==> config.mk <==
export PLATFORM = sky130hd
export DESIGN_NAME = register_pair_port_flat
export DESIGN_NICKNAME = d
export VERILOG_FILES = /design/src/rtl/register_pair_port_if.sv /design/src/rtl/register_pair_port.sv /design/src/flat_wrapper.sv
export SDC_FILE = /design/constraint.sdc
export NUM_CORES = 1
export LEC_CHECK = 0
export BUFFER_PORTS_ARGS = -buffer_cell sky130_fd_sc_hd__buf_2
export CORE_MARGIN = 3
export CORE_UTILIZATION = 25
export DETAILED_ROUTE_END_ITERATION = 12
export SYNTH_ARGS = -nofsm -noshare
export SYNTH_HDL_FRONTEND = slang
export SYNTH_SLANG_ARGS = --single-unit
export TNS_END_PERCENT = 5
==> constraint.sdc <==
create_clock -name clock -period 2.4 [get_ports clock]
set_input_delay 0.48 -clock clock [delete_from_list [all_inputs] [get_ports clock]]
set_output_delay 0.48 -clock clock [all_outputs]
set_load 0.05 [all_outputs]
==> src/rtl/register_pair_port_if.sv <==
// rtl/register_pair_port_if.sv - request/response and RAM port bundle for the register pair sequencer
interface register_pair_port_if #(
    parameter int LEVEL_BITS = 4,
    parameter int INDEX_BITS = 4
);
    localparam int AW = LEVEL_BITS + INDEX_BITS;

    logic                  req_valid;
    logic                  req_ready;
    logic                  req_write;
    logic                  req_word;
    logic [LEVEL_BITS-1:0] req_level;
    logic [INDEX_BITS-1:0] req_index;
    logic [15:0]           req_wdata;
    logic                  rsp_valid;
    logic [15:0]           rsp_rdata;
    logic [AW-1:0]         ram_address;
    logic                  ram_write_en;
    logic [7:0]            ram_data_in;
    logic [7:0]            ram_data_out;

    modport master (
        output req_valid, req_write, req_word, req_level, req_index, req_wdata, ram_data_out,
        input  req_ready, rsp_valid, rsp_rdata, ram_address, ram_write_en, ram_data_in
    );

    modport slave (
        input  req_valid, req_write, req_word, req_level, req_index, req_wdata, ram_data_out,
        output req_ready, rsp_valid, rsp_rdata, ram_address, ram_write_en, ram_data_in
    );
endinterface

==> src/rtl/register_pair_port.sv <==
// rtl/register_pair_port.sv - sequences byte/word register requests onto a 256x8 synchronous RAM
module register_pair_port #(
    parameter int LEVEL_BITS = 4,
    parameter int INDEX_BITS = 4
) (
    input  logic                 clock,
    input  logic                 reset,
    register_pair_port_if.slave  bus
);
    localparam int AW = LEVEL_BITS + INDEX_BITS;

    typedef enum logic [2:0] {IDLE, ISSUE0, ISSUE1, CAPTURE, RESP} state_t;

    state_t        state_q, state_d;
    logic          write_q, write_d;
    logic          word_q, word_d;
    logic [AW-1:0] base_q, base_d;
    logic [15:0]   wdata_q, wdata_d;
    logic [7:0]    hi_q, hi_d;
    logic [15:0]   rsp_q, rsp_d;
    logic [AW-1:0] last_addr_q;

    always_ff @(posedge clock or posedge reset) begin
        if (reset) begin
            state_q     <= IDLE;
            write_q     <= 1'b0;
            word_q      <= 1'b0;
            base_q      <= '0;
            wdata_q     <= 16'h0000;
            hi_q        <= 8'h00;
            rsp_q       <= 16'h0000;
            last_addr_q <= '0;
        end else begin
            state_q     <= state_d;
            write_q     <= write_d;
            word_q      <= word_d;
            base_q      <= base_d;
            wdata_q     <= wdata_d;
            hi_q        <= hi_d;
            rsp_q       <= rsp_d;
            last_addr_q <= bus.ram_address;
        end
    end

    always_comb begin
        state_d          = state_q;
        write_d          = write_q;
        word_d           = word_q;
        base_d           = base_q;
        wdata_d          = wdata_q;
        hi_d             = hi_q;
        rsp_d            = rsp_q;
        bus.req_ready    = 1'b0;
        bus.rsp_valid    = 1'b0;
        bus.ram_address  = last_addr_q;
        bus.ram_write_en = 1'b0;
        bus.ram_data_in  = 8'h00;

        case (state_q)
            IDLE: begin
                bus.req_ready = 1'b1;
                if (bus.req_valid) begin
                    write_d = bus.req_write;
                    word_d  = bus.req_word;
                    wdata_d = bus.req_wdata;
                    base_d  = bus.req_word ? {bus.req_level, bus.req_index[INDEX_BITS-1:1], 1'b0}
                                           : {bus.req_level, bus.req_index};
                    state_d = ISSUE0;
                end
            end
            ISSUE0: begin
                bus.ram_address  = base_q;
                bus.ram_data_in  = word_q ? wdata_q[15:8] : wdata_q[7:0];
                bus.ram_write_en = write_q;
                if (word_q)
                    state_d = ISSUE1;
                else
                    state_d = write_q ? RESP : CAPTURE;
            end
            ISSUE1: begin
                bus.ram_address  = {base_q[AW-1:1], 1'b1};
                bus.ram_data_in  = wdata_q[7:0];
                bus.ram_write_en = write_q;
                // RAM now returns the even (high) byte addressed in ISSUE0
                if (!write_q)
                    hi_d = bus.ram_data_out;
                state_d = write_q ? RESP : CAPTURE;
            end
            CAPTURE: begin
                // Result is committed here so it is already valid alongside the RESP strobe
                rsp_d   = {word_q ? hi_q : 8'h00, bus.ram_data_out};
                state_d = RESP;
            end
            RESP: begin
                bus.rsp_valid = 1'b1;
                state_d       = IDLE;
            end
            default: state_d = IDLE;
        endcase
    end

    assign bus.rsp_rdata = rsp_q;
endmodule

==> src/flat_wrapper.sv <==
// flat-port wrapper written by rule: the top's interface ports become plain ports
module register_pair_port_flat 
#(
    parameter int LEVEL_BITS = 4,
    parameter int INDEX_BITS = 4
)
  (clock, reset, bus_req_valid, bus_req_write, bus_req_word, bus_req_level, bus_req_index, bus_req_wdata, bus_ram_data_out, bus_req_ready, bus_rsp_valid, bus_rsp_rdata, bus_ram_address, bus_ram_write_en, bus_ram_data_in);
  register_pair_port_if #(.LEVEL_BITS(LEVEL_BITS), .INDEX_BITS(INDEX_BITS)) bus_i ();
  input  logic clock;
  input  logic reset;
  input wire logic [$bits(bus_i.req_valid)-1:0] bus_req_valid;
  input wire logic [$bits(bus_i.req_write)-1:0] bus_req_write;
  input wire logic [$bits(bus_i.req_word)-1:0] bus_req_word;
  input wire logic [$bits(bus_i.req_level)-1:0] bus_req_level;
  input wire logic [$bits(bus_i.req_index)-1:0] bus_req_index;
  input wire logic [$bits(bus_i.req_wdata)-1:0] bus_req_wdata;
  input wire logic [$bits(bus_i.ram_data_out)-1:0] bus_ram_data_out;
  output wire logic [$bits(bus_i.req_ready)-1:0] bus_req_ready;
  output wire logic [$bits(bus_i.rsp_valid)-1:0] bus_rsp_valid;
  output wire logic [$bits(bus_i.rsp_rdata)-1:0] bus_rsp_rdata;
  output wire logic [$bits(bus_i.ram_address)-1:0] bus_ram_address;
  output wire logic [$bits(bus_i.ram_write_en)-1:0] bus_ram_write_en;
  output wire logic [$bits(bus_i.ram_data_in)-1:0] bus_ram_data_in;
  assign bus_i.req_valid = bus_req_valid;
  assign bus_i.req_write = bus_req_write;
  assign bus_i.req_word = bus_req_word;
  assign bus_i.req_level = bus_req_level;
  assign bus_i.req_index = bus_req_index;
  assign bus_i.req_wdata = bus_req_wdata;
  assign bus_i.ram_data_out = bus_ram_data_out;
  assign bus_req_ready = bus_i.req_ready;
  assign bus_rsp_valid = bus_i.rsp_valid;
  assign bus_rsp_rdata = bus_i.rsp_rdata;
  assign bus_ram_address = bus_i.ram_address;
  assign bus_ram_write_en = bus_i.ram_write_en;
  assign bus_ram_data_in = bus_i.ram_data_in;
  register_pair_port #(.LEVEL_BITS(LEVEL_BITS), .INDEX_BITS(INDEX_BITS)) u_core (.clock(clock), .reset(reset), .bus(bus_i));
endmodule
# After elaboration in Yosys (flattened, before gate mapping)
# Cells that the tools add are included.
# classes
n_eq_ne	5
n_mux	12
n_bitwise	1
reduce_logical	4
# op_table
op	n
case mux 8 bit (2 select lines)	2
two-way mux 8 bit	2
case mux 3 bit (4 select lines)	1
two-way mux 3 bit	3
equality test 3 x 2 -> 1 bit, second input constant	2
two-way mux 1 bit	4
AND reduction 2 bit	2
equality test 3 x 1 -> 1 bit, second input constant	1
equality test 3 bit, second input constant	1
zero test 3 bit	1
!= test 2 bit, second input constant	1
OR reduction 2 bit	1
NOT 1 bit	1
# totals
reg_bits	61
inputBits	37
out_inout_bits	35
word_cells	30

# Longest topological paths before layout
# Gate-level depths: netlist (run 1).
# logic_depth
depth_word	3
ltp_mapped	6

# Worst setup path before layout (run 1)
# OpenSTA, ideal clock, no wires.
# synth_path
kind	register to register
start	register u_core.state_q[0]
end	register u_core.base_q[7]
arrival_ns	2.498
path_slack_ns	-0.223
stages_incl_launch_ff	7
path_buffers	3
synth_period_minus_slack_ns	2.623
path_cell_list	dfrtp_1 > buf_6 > nor3_1 > and2_1 > buf_6 > buf_6 > mux2_2
# synth_via
elab_chain_cells	2
# synth_lines
element	line_no	rtl
start, declared	register_pair_port.sv:14	state_t state_q, state_d;
start signal, assigned	register_pair_port.sv:34	state_q <= state_d;
zero test 3 bit	register_pair_port.sv:59	case (state_q)
AND reduction 2 bit (no line)	--	
end signal, assigned	register_pair_port.sv:37	base_q <= base_d;
end, declared	register_pair_port.sv:17	logic [AW-1:0] base_q, base_d;
# Every way passes these cells.
# A chain may end at the register's enable or synchronous reset.

# Worst setup path after layout (run 1)
# layout_path
start	register u_core.state_q[1]
end	output bus_ram_address[1]
# layout_via
elab_chain_cells	2
# layout_lines
element	line_no	rtl
equality test 3 x 2 -> 1 bit or equality test 3 x 1 -> 1 bit (tied branches)	register_pair_port.sv:59	
case mux 8 bit (2 select lines) (*)	register_pair_port.sv:59	
end, declared	flat_wrapper.sv:21	output wire logic [$bits(bus_i.ram_address)-1:0] bus_ram_address;
# Mark *: on every way between the ends. The rest lies on a longest branch, timed or not.

==> results of run 1 <==
==> cells in the final DEF, fill, tap and decap left out, types with 3 or more instances in the layout <==
cell type and instances:
buf_2 71, dfrtp_1 61, mux2_2 51, nand2_1 17
o21ai_0 11, clkbuf_8 10, nor2_1 9, buf_4 9
a22oi_1 6, mux2_1 4, nand2b_1 4, a21oi_1 4
and2_1 3, nor2b_1 3
==> cell type report <==
cell class                 count  area (um^2)
fill                        1045         6640
sequential                    61         1530
multi-input combinational    125         1020
timing repair buffer          81          443
tap                          133          166
clock buffer                  12          145
clock inverter                 4         47.5
inverter                       2         7.51
==> stage by stage <==
step / util / std cells
final: 0.336 / 418
after global routing: 0.336 / 418
after CTS: 0.335 / 418
after detailed placement: 0.316 / 402
after global placement: 0.316 / 402
after floorplan: - / 202
==> layer usage <==
| layer | vias up | global-route usage |
|---|---|---|
| met4 | 0 | 0.0541 |
| met3 | 10 | 0.0438 |
| li1 | 860 | - |
| met1 | 878 | 0.126 |
| met5 | - | 0 |
| met2 | 45 | 0.163 |
==> registers in the layout, indices dropped and copies added, names as in the netlist <==
name,flops
u_core.wdata_q,16
u_core.hi_q,8
u_core.word_q,1
u_core.state_q,3
u_core.base_q,8
u_core.last_addr_q,8
u_core.write_q,1
u_core.bus.rsp_rdata,16
==> cell families after synthesis <==
kind of cell,count (synthesis)
flops,61
mux,55
simple gates,44
buf+inv,16
compound gates,26
==> path summary, 6_finish.rpt <==
| path | startpoint | to | slack [ns] | cells after the start |
|---|---|---|---|---|
| worst max-delay path | u_core.state_q[1]$_DFFE_PP0P_ | bus_ram_address[1] | 0.15 | 4 |
| worst min-delay path | reset | u_core.bus.rsp_rdata[10]$_DFFE_PP0N_ | 0.19 | 2 |
| worst max register to register | u_core.state_q[1]$_DFFE_PP0P_ | u_core.hi_q[1]$_DFFE_PP0P_ | 0.67 | 4 |
| worst min register to register | u_core.bus.rsp_rdata[8]$_DFFE_PP0N_ | u_core.bus.rsp_rdata[8]$_DFFE_PP0N_ | 0.48 | 2 |
| max in group asynchronous | reset | u_core.wdata_q[15]$_DFFE_PP0P_ | 1.61 | 3 |
| min in group clock | bus_req_level[3] | u_core.base_q[7]$_DFFE_PP0P_ | 0.37 | 2 |
==> what timing repair did <==
item	4_1_cts	5_1_grt
hold buffers	0	0
gates resized for setup	0	2
endpoints found under the setup margin	0	9
==> qor.csv, run 1 <==
metric,value,unit
Setup Total Neg Slack,0,ns
sequential share of the synthesized area,0.578,
Initial Util,0.264,
RSZ-0062 raised after global routing,yes,
Tmin final,2.25,ns
routability cong.,0.738,
DPL Wire Length,4.02,mm
H-tree levels,3,
final wirelength,5.83,mm
Min Hold Slack,0.189,ns
endpoints failing hold,0,
TritonRoute pass-1 iters,4,
slowest CP cell,dfrtp_1,
WL met3,403,um
Tightest Hold Check Type,input pin to async pin,
top post-synthesis cells by area,"dfrtp_1 58%, mux2_2 22%, nand2_1 2.4%",
max-slew violation count,0,
Core ar.,10000,um^2
Remaining DRCs,0,
root buffer cell,clkbuf_8,
CP max stage delay,0.39,ns
Die H,109,um
Final WS setup,0.154,ns
"count leader, synth",dfrtp_1,
Routed WL per cell,13.9,um
fmax,445,MHz
initial DRC count,95,
I/O Pins,72,
Syn Inst Count,202,
post-CTS setup repair buffer count,0,
via density per instance,4.29,
Least-Margin Pin Slew,0.628,ns
Layout area overhead,27.3,%
CP Capture Type,output pin,
diode count,0,
"Max FO, Critical Path",8,
number of enable flip-flop cells after synthesis,0,
row count,36,
Skew-Pair Late Insertion Delay,0.34,ns
Final setup viols,0,
met2 wire length,2.67,mm
CTS tree,done,
max_cap viols,0,
period utilisation layout,0.936,
initial antenna violation count,0,
Die X,109,um
Yosys top cell area share,0.578,
Synth Area in XOR/XNOR,0,
crit path DAT,1.77,ns
vias in the first global route,1880,
Clock Path Buffers,2,
outcome,finished clean,
"Top FF cell, synth",dfrtp_1,
count of input and output buffers,71,
kind of critical path,register to output pin,
top routing layer used,met4,
grt total ovfl,0,
first-pass GRT wire length,9.32,mm
largest net degree at the start of global routing,38,
fin area,3360,um^2
ANT nets after route,0,
CTS buffer count,9,
Compound-Gate Fraction of Synth Area,0.0616,
"Buf+Inv Stages, Crit Path",1,
Syn Std Cell Area,2640,um^2
"area leader, netlist",dfrtp_1,
area post-placement,3160,um^2
nets,317,
layout cells sized above 1,0.537,
Adder-Cell Fraction of Synth Area,0,
WL met1,2.63,mm
fraction of registers with async set/reset,1.00,
clock skew,0.0126,ns
multiplexer area fraction after synthesis,0.235,
Crit path required time,1.92,ns
Simple-Gate Fraction of Synth Area,0.0853,
slew margin rel.,0.578,
clk sinks,61,
die area,11800,um^2
syn_nets,239,
register bit total from synthesis,61,
top post-synthesis cells by count,"61 x dfrtp_1, 51 x mux2_2, 17 x nand2_1, 11 x o21ai_0, 9 x nor2_1",
Synth Area per Inst,13.1,um^2
CP cell instances,nor2b_1 -> o21ba_4 -> mux2_2 -> buf_2,
DR vias,1793,
largest family of logic cells by synthesized area,multiplexers,
library cells used by synthesis,29,
"CP delay by family, top",flip-flops,
yosys warns,0,
"worst slack, placed",0.398,ns
kind of start point of the critical path,register,
"CTS clk-pin slew, worst paths",0.07,ns
All-Layer GR Usage,0.106,
Power of run 1 is left out: the tool's default activity adds up to more than one toggle a clock period on the data nets, which glitch-free logic cannot reach.
==> run 2: changes to the inputs <==
--- a/config.mk
+++ b/config.mk
@@ -5,10 +5,12 @@
 export SDC_FILE = /design/constraint.sdc
 export NUM_CORES = 1
 export LEC_CHECK = 0
+export ABC_AREA = 1
 export BUFFER_PORTS_ARGS = -buffer_cell sky130_fd_sc_hd__buf_2
 export CORE_MARGIN = 3
 export CORE_UTILIZATION = 25
 export DETAILED_ROUTE_END_ITERATION = 12
+export SETUP_SLACK_MARGIN = 0.3
 export SYNTH_ARGS = -nofsm -noshare
 export SYNTH_HDL_FRONTEND = slang
 export SYNTH_SLANG_ARGS = --single-unit
==> qor.csv, run 2 <==
metric,value,unit,change
outcome,finished clean,,
DR vias,2129,,+19%
vias in the first global route,2069,,+10%
"count leader, synth",nand2_1,,
Die X,108,um,-0.27%
Min Hold Slack,0.196,ns,+0.00641 ns
Die H,108,um,-0.27%
clock skew,0.00679,ns,-0.00577 ns
"area leader, netlist",dfrtp_1,,
most frequent cells in the layout,"128 x nand2_1, 59 x dfrtp_1, 54 x buf_2",,
"commonest non-fill, non-tap cell in the layout",nand2_1,,
clk sinks,61,,unchanged
I/O Pins,72,,unchanged
Tmin final,2.03,ns,-0.220 ns
Switch Pwr,2860,uW,
"CTS clk-pin slew, worst paths",0.07,ns,about the same
VDD IR max,0.000688,V,
CP max stage delay,0.45,ns,+0.06 ns
routability cong.,0.784,,+6.1%
CP cell instances,nor2_4 -> nand2_4 -> o21ai_0 -> buf_4,,
endpoints failing hold,0,,unchanged
All-Layer GR Usage,0.111,,+0.00539
fraction of registers with async set/reset,1.00,,unchanged
Clock Power Share,0.139,,
DPL Wire Length,4.29,mm,+6.5%
Yosys top cell area share,0.582,,+0.00331
fmax,493,MHz,+11%
period utilisation layout,0.844,,-0.0916
WL met1,2.83,mm,+7.6%
yosys warns,0,,unchanged
initial antenna violation count,0,,unchanged
area post-placement,3090,um^2,-2.0%
register bit total from synthesis,61,,unchanged
slowest CP cell,dfrtp_2,,
CTS tree,done,,
syn_nets,338,,+41%
max_cap viols,0,,unchanged
Routed WL per cell,12.1,um,-13%
layout cells sized above 1,0.308,,-0.229
Synth Area per Inst,8.72,um^2,-33%
grt total ovfl,0,,unchanged
ANT nets after route,0,,unchanged
Clock Path Buffers,2,,unchanged
Tightest Hold Check Type,input pin to async pin,,
top post-synthesis cells by count,"128 x nand2_1, 61 x dfrtp_1, 39 x o21ai_0, 26 x inv_1, 8 x o21ai_2",,
top post-synthesis cells by area,"dfrtp_1 58%, nand2_1 18%, o21ai_0 7.4%",,
Core ar.,10000,um^2,unchanged
RSZ-0062 raised after global routing,yes,,
Initial Util,0.262,,-0.00150
top routing layer used,met4,,
Layout area overhead,30.4,%,
Leakage,0.00179,uW,
Switching Share,0.502,,
"Buf+Inv Stages, Crit Path",1,,unchanged
nets,417,,+32%
Setup Total Neg Slack,0,ns,unchanged
row count,36,,unchanged
WL met3,473,um,+17%
Crit path required time,1.92,ns,about the same
Tot Pwr,5690,uW,
sequential share of the synthesized area,0.582,,+0.00331
CP Capture Type,output pin,,
power per cell area,1660,nW/um^2,
final wirelength,6.23,mm,+7.0%
Gate power share,0.550,,
largest net degree at the start of global routing,38,,unchanged
CTS buffer count,9,,unchanged
TritonRoute pass-1 iters,5,,+1
count of input and output buffers,71,,unchanged
first-pass GRT wire length,10.1,mm,+8.4%
Fill cells,1089,,+4.2%
root buffer cell,clkbuf_8,,
Syn Std Cell Area,2620,um^2,-0.57%
Final setup viols,0,,unchanged
die area,11800,um^2,-0.54%
Syn Inst Count,301,,+49%
kind of start point of the critical path,register,,
Least-Margin Pin Slew,0.545,ns,-0.0833 ns
number of enable flip-flop cells after synthesis,0,,unchanged
max-slew violation count,0,,unchanged
diode count,0,,unchanged
fin area,3420,um^2,+1.9%
Remaining DRCs,0,,unchanged
Int Pwr,2830,uW,
initial DRC count,121,,+27%
Skew-Pair Late Insertion Delay,0.33,ns,about the same
"Max FO, Critical Path",5,,-3
"Top FF cell, synth",dfrtp_1,,
library cells used by synthesis,22,,-24%
kind of critical path,register to output pin,,
Flop pwr share,0.311,,
met2 wire length,2.84,mm,+6.2%
via density per instance,4.13,,-3.8%
slew margin rel.,0.636,,+0.0582
H-tree levels,3,,unchanged
"CP delay by family, top",flip-flops,,
crit path DAT,1.55,ns,-0.22 ns
[run 2: cell count changes after synthesis, moves of 6 or more]
cell     previous run  this run
a22oi_1             6         0
inv_1               1        26
mux2_2             51         0
nand2_1            17       128
o21ai_0            11        39
o21ai_1             0         6
o21ai_2             0         8
[run 2: routing by layer]
metal  track usage  vias up
met3        0.0412       10
li1              -     1096
met2         0.169       70
met5             0        -
met4        0.0361        0
met1         0.146      953
[run 2: through the flow]
stage	worst slack (ns)	utilization	cells
after global placement	0.540	0.309	496
after CTS	0.297	0.334	511
after floorplan	0.139	-	301
after global routing	0.272	0.342	516
after detailed placement	0.481	0.309	496
final	0.373	0.342	516
[run 2: power groups by stage]
stage          clock [uW]  combinational (uW)  sequential (uW)
2_1_floorplan           0                1810             2170
3_3_place_gp            0                2770             1770
3_5_place_dp            0                2820             1780
4_1_cts               834                3010             1770
5_1_grt               885                3430             1830
6_report              790                3130             1770
[run 2: area by class of cell]
type	count	area, um^2	area share
Clock buffer	12	155	0.0453
Clock inverter	2	10.0	0.00293
Inverter	30	125	0.0366
Multi-Input combinational cell	200	935	0.273
Sequential cell	61	1530	0.447
Tap cell	133	166	0.0486
Timing Repair Buffer	78	502	0.147
[run 2: repair_timing]
item	in CTS	in global routing
buffers inserted	1	4
endpoints found under the setup margin	17	17
gates cloned	0	1
hold buffers	0	0
gates resized for setup	25	12
pin swaps	1	2
[run 2: final timing paths]
check | from | to | slack, ns | cells past startpoint
min in group clock | bus_req_wdata[14] | u_core.wdata_q[14]$_DFFE_PP0P_ | 0.35 | 3
setup reg to reg | u_core.state_q[0]$_DFFE_PP0P_ | u_core.word_q$_DFFE_PP0P_ | 0.76 | 7
hold reg to reg | u_core.base_q[7]$_DFFE_PP0P_ | u_core.base_q[7]$_DFFE_PP0P_ | 0.47 | 2
max in group asynchronous | reset | u_core.word_q$_DFFE_PP0P_ | 1.61 | 3
hold / removal | reset | u_core.bus.rsp_rdata[0]$_DFFE_PP0N_ | 0.20 | 2
setup / recovery | u_core.state_q[2]$_DFFE_PP0P_ | bus_ram_data_in[0] | 0.37 | 4
[run 2: worst register-to-register path, cell delays in order (launching register included)]
cell,delay (ns)
dfrtp_1,0.40
buf_4,0.16
nor2_1,0.13
nand2_2,0.13
nor2_8,0.39
inv_4,0.18
nand2_1,0.09
o21ai_0,0.07
[run 2: cells by family (layout without fill, tap and decap cells)]
logic type      Yosys count  after routing  synth area share
buf+inv                  41            122            0.0753
compound gates           54             54             0.115
flops                    61             61             0.582
simple gates            145            146             0.227
Power figures use the tool's default switching activity.
